--- config.mk ---
export PLATFORM = sky130hd
export DESIGN_NAME = uart_transceiver
export DESIGN_NICKNAME = d
export VERILOG_FILES = /design/src/rtl/uart_pkg.sv /design/src/rtl/uart_rx_core.sv /design/src/rtl/uart_tx_core.sv /design/src/rtl/uart_transceiver.sv
export SDC_FILE = /design/constraint.sdc
export NUM_CORES = 1
export LEC_CHECK = 0
export CAP_MARGIN = 10
export CORE_ASPECT_RATIO = 1.2
export CORE_MARGIN = 1
export CORE_UTILIZATION = 55
export CTS_BUF_LIST = sky130_fd_sc_hd__clkbuf_16
export CTS_CLUSTER_SIZE = 25
export DETAILED_ROUTE_END_ITERATION = 8
export DONT_BUFFER_PORTS = 1
export GPL_ROUTABILITY_DRIVEN = 1
export PLACE_DENSITY_LB_ADDON = 0.2
export SKIP_CTS_REPAIR_TIMING = 1
export SLEW_MARGIN = 10
export SYNTH_ARGS = -nofsm -noshare
export SYNTH_HDL_FRONTEND = slang
export SYNTH_SLANG_ARGS = --single-unit
--- constraint.sdc ---
create_clock -name i_Clock -period 2.2 [get_ports i_Clock]
set_input_delay 0.22 -clock i_Clock [delete_from_list [all_inputs] [get_ports i_Clock]]
set_output_delay 0.22 -clock i_Clock [all_outputs]
set_load 0.02 [all_outputs]
--- src/rtl/uart_pkg.sv ---
// Shared definitions for the 8N1 UART transmit and receive engines.
// Both FSMs use the same 3-bit state encoding.
package uart_pkg;

  localparam int DATA_BITS = 8;
  localparam logic [2:0] LAST_BIT = 3'(DATA_BITS - 1);
  localparam logic [15:0] DEFAULT_CLKS_PER_BIT = 16'd100;

  typedef enum logic [2:0] {
    IDLE    = 3'd0,
    START   = 3'd1,
    DATA    = 3'd2,
    STOP    = 3'd3,
    CLEANUP = 3'd4
  } uart_state_e;

endpackage

--- src/rtl/uart_rx_core.sv ---
// Receive engine: synchronizes the serial pin, checks the start bit at
// mid-bit, then samples data and stop bits at mid-bit.
module uart_rx_core
  import uart_pkg::*;
#(
  parameter logic [15:0] CLKS_PER_BIT = DEFAULT_CLKS_PER_BIT
) (
  input  logic       i_Clock,
  input  logic       i_Rst_n,
  input  logic       i_Rx_Serial,
  output logic       o_Rx_DV,
  output logic [7:0] o_Rx_Byte
);

  localparam logic [15:0] LAST_COUNT = CLKS_PER_BIT - 16'd1;
  localparam logic [15:0] HALF_COUNT = (CLKS_PER_BIT - 16'd1) >> 1;

  uart_state_e r_state;
  logic [15:0] r_clkCount;
  logic [2:0]  r_bitIdx;
  logic [7:0]  r_rxShift;
  logic        r_rxMeta;
  logic        r_rxSync;

  // Two-flop synchronizer; resets to the idle line level.
  always_ff @(posedge i_Clock) begin
    if (!i_Rst_n) begin
      r_rxMeta <= 1'b1;
      r_rxSync <= 1'b1;
    end else begin
      r_rxMeta <= i_Rx_Serial;
      r_rxSync <= r_rxMeta;
    end
  end

  always_ff @(posedge i_Clock) begin
    if (!i_Rst_n) begin
      r_state    <= IDLE;
      r_clkCount <= 16'd0;
      r_bitIdx   <= 3'd0;
      r_rxShift  <= 8'd0;
      o_Rx_DV    <= 1'b0;
      o_Rx_Byte  <= 8'd0;
    end else begin
      case (r_state)
        IDLE: begin
          o_Rx_DV    <= 1'b0;
          r_clkCount <= 16'd0;
          r_bitIdx   <= 3'd0;
          if (!r_rxSync) begin
            r_state <= START;
          end
        end
        START: begin
          // A start bit that has gone high again by mid-bit is a glitch.
          if (r_clkCount == HALF_COUNT) begin
            r_clkCount <= 16'd0;
            r_state    <= r_rxSync ? IDLE : DATA;
          end else begin
            r_clkCount <= r_clkCount + 16'd1;
          end
        end
        DATA: begin
          if (r_clkCount < LAST_COUNT) begin
            r_clkCount <= r_clkCount + 16'd1;
          end else begin
            r_clkCount          <= 16'd0;
            r_rxShift[r_bitIdx] <= r_rxSync;
            if (r_bitIdx < LAST_BIT) begin
              r_bitIdx <= r_bitIdx + 3'd1;
            end else begin
              r_bitIdx <= 3'd0;
              r_state  <= STOP;
            end
          end
        end
        STOP: begin
          if (r_clkCount < LAST_COUNT) begin
            r_clkCount <= r_clkCount + 16'd1;
          end else begin
            r_clkCount <= 16'd0;
            r_state    <= CLEANUP;
            if (r_rxSync) begin
              o_Rx_Byte <= r_rxShift;
              o_Rx_DV   <= 1'b1;
            end
          end
        end
        CLEANUP: begin
          o_Rx_DV <= 1'b0;
          r_state <= IDLE;
        end
        default: r_state <= IDLE;
      endcase
    end
  end

endmodule

--- src/rtl/uart_tx_core.sv ---
// Transmit engine: frames one byte as start, 8 data bits LSB first, stop.
// All outputs are registered straight out of the FSM.
module uart_tx_core
  import uart_pkg::*;
#(
  parameter logic [15:0] CLKS_PER_BIT = DEFAULT_CLKS_PER_BIT
) (
  input  logic       i_Clock,
  input  logic       i_Rst_n,
  input  logic       i_Tx_DV,
  input  logic [7:0] i_Tx_Byte,
  output logic       o_Tx_Active,
  output logic       o_Tx_Serial,
  output logic       o_Tx_Done
);

  localparam logic [15:0] LAST_COUNT = CLKS_PER_BIT - 16'd1;

  uart_state_e r_state;
  logic [15:0] r_clkCount;
  logic [2:0]  r_bitIdx;
  logic [7:0]  r_txShift;

  // The next line level is loaded at the same edge as the state change,
  // so each bit is held for exactly CLKS_PER_BIT cycles.
  always_ff @(posedge i_Clock) begin
    if (!i_Rst_n) begin
      r_state     <= IDLE;
      r_clkCount  <= 16'd0;
      r_bitIdx    <= 3'd0;
      r_txShift   <= 8'd0;
      o_Tx_Active <= 1'b0;
      o_Tx_Serial <= 1'b1;
      o_Tx_Done   <= 1'b0;
    end else begin
      case (r_state)
        IDLE: begin
          o_Tx_Serial <= 1'b1;
          o_Tx_Active <= 1'b0;
          o_Tx_Done   <= 1'b0;
          r_clkCount  <= 16'd0;
          r_bitIdx    <= 3'd0;
          if (i_Tx_DV) begin
            r_txShift   <= i_Tx_Byte;
            o_Tx_Serial <= 1'b0;
            o_Tx_Active <= 1'b1;
            r_state     <= START;
          end
        end
        START: begin
          if (r_clkCount < LAST_COUNT) begin
            r_clkCount <= r_clkCount + 16'd1;
          end else begin
            r_clkCount  <= 16'd0;
            o_Tx_Serial <= r_txShift[0];
            r_txShift   <= {1'b0, r_txShift[7:1]};
            r_state     <= DATA;
          end
        end
        DATA: begin
          if (r_clkCount < LAST_COUNT) begin
            r_clkCount <= r_clkCount + 16'd1;
          end else begin
            r_clkCount <= 16'd0;
            if (r_bitIdx < LAST_BIT) begin
              r_bitIdx    <= r_bitIdx + 3'd1;
              o_Tx_Serial <= r_txShift[0];
              r_txShift   <= {1'b0, r_txShift[7:1]};
            end else begin
              r_bitIdx    <= 3'd0;
              o_Tx_Serial <= 1'b1;
              r_state     <= STOP;
            end
          end
        end
        STOP: begin
          if (r_clkCount < LAST_COUNT) begin
            r_clkCount <= r_clkCount + 16'd1;
          end else begin
            r_clkCount  <= 16'd0;
            o_Tx_Done   <= 1'b1;
            o_Tx_Active <= 1'b0;
            r_state     <= CLEANUP;
          end
        end
        CLEANUP: begin
          o_Tx_Done <= 1'b0;
          r_state   <= IDLE;
        end
        default: r_state <= IDLE;
      endcase
    end
  end

endmodule

--- src/rtl/uart_transceiver.sv ---
// Full-duplex 8N1 UART: independent TX and RX engines on one clock.
// The wrapper adds no logic of its own.
module uart_transceiver
  import uart_pkg::*;
#(
  parameter logic [15:0] CLKS_PER_BIT = DEFAULT_CLKS_PER_BIT
) (
  input  logic       i_Clock,
  input  logic       i_Rst_n,
  input  logic       i_Rx_Serial,
  output logic       o_Rx_DV,
  output logic [7:0] o_Rx_Byte,
  input  logic       i_Tx_DV,
  input  logic [7:0] i_Tx_Byte,
  output logic       o_Tx_Active,
  output logic       o_Tx_Serial,
  output logic       o_Tx_Done
);

  uart_tx_core #(
    .CLKS_PER_BIT(CLKS_PER_BIT)
  ) u_tx (
    .i_Clock     (i_Clock),
    .i_Rst_n     (i_Rst_n),
    .i_Tx_DV     (i_Tx_DV),
    .i_Tx_Byte   (i_Tx_Byte),
    .o_Tx_Active (o_Tx_Active),
    .o_Tx_Serial (o_Tx_Serial),
    .o_Tx_Done   (o_Tx_Done)
  );

  uart_rx_core #(
    .CLKS_PER_BIT(CLKS_PER_BIT)
  ) u_rx (
    .i_Clock     (i_Clock),
    .i_Rst_n     (i_Rst_n),
    .i_Rx_Serial (i_Rx_Serial),
    .o_Rx_DV     (o_Rx_DV),
    .o_Rx_Byte   (o_Rx_Byte)
  );

endmodule

Yosys cells after proc, flatten, opt, wreduce, memory -nomap -nowiden --
Cells that the tools add are included.
Operators by class: add/sub/neg operators 4, magnitude comparators 6, equality and inequality tests 21, muxes and demuxes 45, bitwise gates (word level) 1, reduce and logical (&&, ||, !) cells 26
Operators by type and width (number):
- $mux 16 | 3
- $pmux 16 s3 | 1
- $mux 3 | 14
- $add 16x1->16 const B | 2
- $lt 16x7->1 const B | 2
- $mux 8 | 4
- $pmux 16 s2 | 1
- $pmux 3 s4 | 2
- $pmux 8 s3 | 1
- $ne 2x2->1 const B | 9
- $eq 16x6->1 const B | 1
- $reduce_and 5->1 | 3
- $eq 3x2->1 const B | 4
- $pmux 3 s2 | 2
- $reduce_bool 2->1 | 6
- $mux 1 | 10
- $reduce_and 2->1 | 5
- $reduce_and 3->1 | 3
- $bwmux 8 | 1
- $add 3x1->3 const B | 2
- $eq 3x1->1 const B | 2
- $eq 3x3->1 const B | 2
- $logic_not 3->1 | 2
- $lt 3x3->1 const B | 2
- 12 further kinds | 19
Word-level totals: register bits after elaboration 74, input bits 12, output and inout port bits 12, word-level logic and storage cells 118

Depth between registers and ports, before layout --
word-level depth 5, mapped depth 9, mapped depth without buffers 7

Hierarchy --
Synthesis repeated with hierarchy kept, for this count alone.
Second synthesis, totals: cell total of the unflattened synthesis 429, area, all modules 3751.1 sq um
By module, submodules not included:
- uart_rx_core | times used 1, cells each 237, area an instance 2040.7 sq um, seq. area each 820.8 sq um
- uart_tx_core | times used 1, cells each 192, area an instance 1710.4 sq um, seq. area each 660.6 sq um

Least setup slack after synthesis --
Ideal clock, no wire load.
kind register to register, start point reg u_tx.r_clkCount[0], end point reg u_tx.r_txShift[7], setup time 72 ps, arrival time 1860 ps, required time 2128 ps, slack 269 ps, stages on the path, launching flop included 8, path buffers 1, clock period less this slack 1931 ps, path through dfxtp_1 ha_1 nor4_1 o211a_1 a211oi_1 or2_2 buf_4 mux2i_1
Between the ends: word-level cells in the longest chain between the ends 3, elaborated cells on any way between the ends 4, those cells by class 1 x order compare; 2 x eq/ne; 1 x reduce/logical
Ends and longest elaborated chain:
- start, declared | line uart_tx_core.sv:20 | logic [15:0] r_clkCount;
- start signal, assigned | line uart_tx_core.sv:52 | r_clkCount <= r_clkCount + 16'd1;
- start signal, assigned | line uart_tx_core.sv:62 | r_clkCount <= r_clkCount + 16'd1;
- start signal, assigned | line uart_tx_core.sv:78 | r_clkCount <= r_clkCount + 16'd1;
- $lt 16x7->1 * | line uart_tx_core.sv:51, uart_tx_core.sv:61
- $ne 2x2->1 (no source line)
- $reduce_and 5->1 (no source line) *
- end signal, assigned | line uart_tx_core.sv:44 | r_txShift <= i_Tx_Byte;
- end signal, assigned | line uart_tx_core.sv:56 | r_txShift <= {1'b0, r_txShift[7:1]};
- end signal, assigned | line uart_tx_core.sv:68 | r_txShift <= {1'b0, r_txShift[7:1]};
- end, declared | line uart_tx_core.sv:22 | logic [7:0] r_txShift;
Mark *: on every way between the ends. The rest lies on a longest branch, timed or not. A chain may end at the register's enable or synchronous reset.

Worst setup path after layout --
start point reg u_rx.r_clkCount[0], end point reg u_rx.r_state[0]
Between the ends: word-level cells in the longest chain between the ends 3, elaborated cells on any way between the ends 6, those cells by class 1 x order compare; 4 x eq/ne; 1 x reduce/logical
Ends and longest elaborated chain:
- start, declared | line uart_rx_core.sv:19 | logic [15:0] r_clkCount;
- start signal, assigned | line uart_rx_core.sv:60 | r_clkCount <= r_clkCount + 16'd1;
- start signal, assigned | line uart_rx_core.sv:65 | r_clkCount <= r_clkCount + 16'd1;
- start signal, assigned | line uart_rx_core.sv:79 | r_clkCount <= r_clkCount + 16'd1;
- $lt 16x7->1 / $eq 16x6->1 (equally long branches) | line uart_rx_core.sv:64, uart_rx_core.sv:78, uart_rx_core.sv:56
- $ne 2x2->1 (no source line) / $ne 2x1->1 (equally long branches)
- $reduce_and 5->1 (no source line) *
- end signal, assigned | line uart_rx_core.sv:58 | r_state <= r_rxSync ? IDLE : DATA;
- end, declared | line uart_rx_core.sv:18 | uart_state_e r_state;
Marks and branches as above.

==> reports/metrics.csv <==
metric,value,unit
run_status,"finished, final reports clean",
clock-sinks,74,
grt_first_pass_wirelength,12.0,mm
syn_area_per_cell,8.46,um^2
slew_headroom,50.4,%
combPwrFrac,3.5,%
die_h,90.3,um
crit_chain,"ha_1, nor4b_1, nand4_1, o2bb2ai_1, buf_4, or4_1, a21oi_1",
mostFrequentLayoutCell,dfxtp_1,
dieArea,6820,um^2
port_buffers,0,
remaining_drc_errors,0,
slew_viol_final,0,
worst-endpoint-arrival,2.28,ns
area_delta_synth_final,12.8,%
period_share,91.8,%
clockRootBuffer,clkbuf_16,
place_area,3720,um^2
clk_pin_slew,0.06,ns
period_minus_slack,2.02,ns
nNetsFinal,447,
yosysTopAreaCellShare,41.5,%
synth_warnings,0,
vdd_drop_max,0.471,mV
timing.rr.end,u_rx.r_state[0],
hp-class,in2reg,
h-tree-depth,3,
grt_use_total,22.6,%
whs_endpoint,u_rx.r_state[1],
crit-reg2reg-launch,u_rx.r_clkCount[0],
drt_iter0_markers,93,
cts_buffer_depth,2,
holdPathStages,1,
end_kind,flop,
drive_gt1_share,10.4,%
start_util,57.9,%
grt_max_degree,30,
clk_latency,0.33,ns
tritoncts,built,
p_leak,1.45,nW
ys_top_cells_by_area,"dfxtp_1 42%, mux2i_1 7.3%, nor2_1 5.7%",
p_clk_share,48.8,%
grt_setup_unrepaired,false,
power_frac_seq,47.7,%
drtAntennaViolNets,0,
async_reset_ff_share,0,%
core,6170,um^2
yosysSeqAreaShare,41.5,%
critPathRequiredTime,2.46,ns
start_kind,flop,
final_util,65.3,%
skew,0.00566,ns
via_per_inst,5.80,
fmax,495,MHz
p_sw_share,21.6,%
slowest_delay,0.46,ns
grt_overflow_total,0,
cp_slowest_cell,or4_1,
vias,2992,
mostFrequentLayoutCells,"74 x dfxtp_1, 54 x nor2_1, 45 x nand2_1",
gr-max-usage-layer,met2,
p_switching,0.623,mW
gp_congestion,0.859,
antenna_found_initial,0,
drt-total-wl,7.30,mm
power_density,718,nW/um^2
syn_area,3570,um^2
finalSetupTns,0,ns
wl_per_cell,14.1,um
final_cell_area,4030,um^2
use_met1,26.5,%
worstSetupPathType,reg2reg,
ios,24,
internal_power,2.27,mW
dieWidth,75.5,um
first_global_vias,2749,
dpl.hpwl,4.97,mm
hold_violations,0,
numCtsBuffers,9,
hp-start,i_Rst_n,
met3_usage,4.80,%
worst-slew-pin-transition,0.741,ns
path_max_fanout,10,
rows,31,
p_total,2.89,mW
synth-edff-count,0,
maxCapViolCount,0,
diodes,0,
ys_seq_elements,74,
ys.flop_type,dfxtp_1,
first_pass_iters,4,
setup-violations-final,0,
hold_ws,0.0243,ns
r2r.worst_path.cells,7,
synth.distinct_cells,57,
use_met2,38.5,%
synthCells,422,
yosys.area.top_type,dfxtp_1,
r2r_slack,0.18,ns
synth_nets,439,
==> layer usage <==
metal  share of wire [%]  up-vias
li1                    -     1532
met1                  45     1392
met2                  50       55
met3                 3.3       13
met4                 1.9        0
met5                   0        -
==> flip-flops by register name, summed over array words and instances (netlist names) <==
| name | flops |
|---|---|
| u_rx.r_clkCount | 16 |
| u_tx.r_clkCount | 16 |
| u_rx.o_Rx_Byte | 8 |
| u_rx.r_rxShift | 8 |
| u_tx.r_txShift | 8 |
| u_rx.r_bitIdx | 3 |
| u_rx.r_state | 3 |
| u_tx.r_bitIdx | 3 |
| u_tx.r_state | 3 |
| u_rx.o_Rx_DV | 1 |
| u_rx.r_rxMeta | 1 |
| u_rx.r_rxSync | 1 |
| u_tx.o_Tx_Active | 1 |
| u_tx.o_Tx_Done | 1 |
| u_tx.o_Tx_Serial | 1 |
==> power by group through the flow <==
stage               clock network, mW  logic (mW)  registers (mW)
floorplan                           0      0.0886            1.40
global placement                    0      0.0965            1.41
detailed placement                  0      0.0980            1.41
CTS                              1.43      0.0986            1.38
global route                     1.51       0.113            1.38
finish                           1.41       0.102            1.38
==> area by class of cell <==
cell class	count	area, um^2
clock buffers	9	225
clock inverters	6	57.6
fillers	502	2140
inverters	6	22.5
multi-input cells	315	1950
flip-flops and latches	74	1480
well taps	82	103
repair buffers	24	185
==> metrics by stage <==
stage	cells	setup WS, ns
after floorplan	422	0.269
after global placement	499	0.253
after detailed placement	499	0.196
after CTS	514	0.181
after global routing	516	0.00889
final	516	0.181
==> how the worst max path moves through the flow <==
stage | from | to | slack [ns] | cells past startpoint
6_report | u_rx.r_clkCount[0] | u_rx.r_state[0] | 0.18 | 7
3_5_place_dp | u_rx.r_clkCount[0] | u_rx.r_state[0] | 0.20 | 7
2_1_floorplan | u_tx.r_clkCount[0] | u_tx.r_txShift[7] | 0.27 | 7
3_3_place_gp | u_rx.r_clkCount[0] | u_rx.r_state[0] | 0.25 | 7
5_1_grt | u_rx.r_clkCount[0] | u_rx.r_state[0] | 0.009 | 7
4_1_cts | u_rx.r_clkCount[0] | u_rx.r_state[0] | 0.18 | 7
==> synthesized netlist by cell type, types with 5 or more instances <==
master    count
and3_1        6
mux2i_1      26
clkbuf_1     18
nor2_1       54
nand3_1      17
nand4_1      13
a211oi_1      8
a31oi_1       8
a21oi_1      11
dfxtp_1      74
nor2b_1       6
nor3_1       17
xnor2_1       7
o21ai_0      15
inv_1         6
nand2b_1      5
ha_1          5
xor2_1       12
nor4_1        8
nand2_1      45
buf_2         6
==> worst max-delay path: cells and delay by family, from the launching register on <==
family,cells,cell delay (ns)
compound gates,2,0.32
fa+ha+maj,1,0.17
buf+inv,1,0.18
flops,1,0.41
simple gates,3,0.88
==> cell families (layout without fill, tap and decap cells) <==
logic type	Yosys count	after routing	share of synthesized area (%)
AOI/OAI and AO/OA	68	68	12.7
xor gates and xnor gates	19	19	4.66
adders and majority gates	5	5	1.75
buffers and inverters	33	45	3.79
DFF	74	74	41.5
muxes	26	26	7.29
and+or+nand+nor	197	197	28.3
No activity file was read; power rests on OpenSTA's default activity.
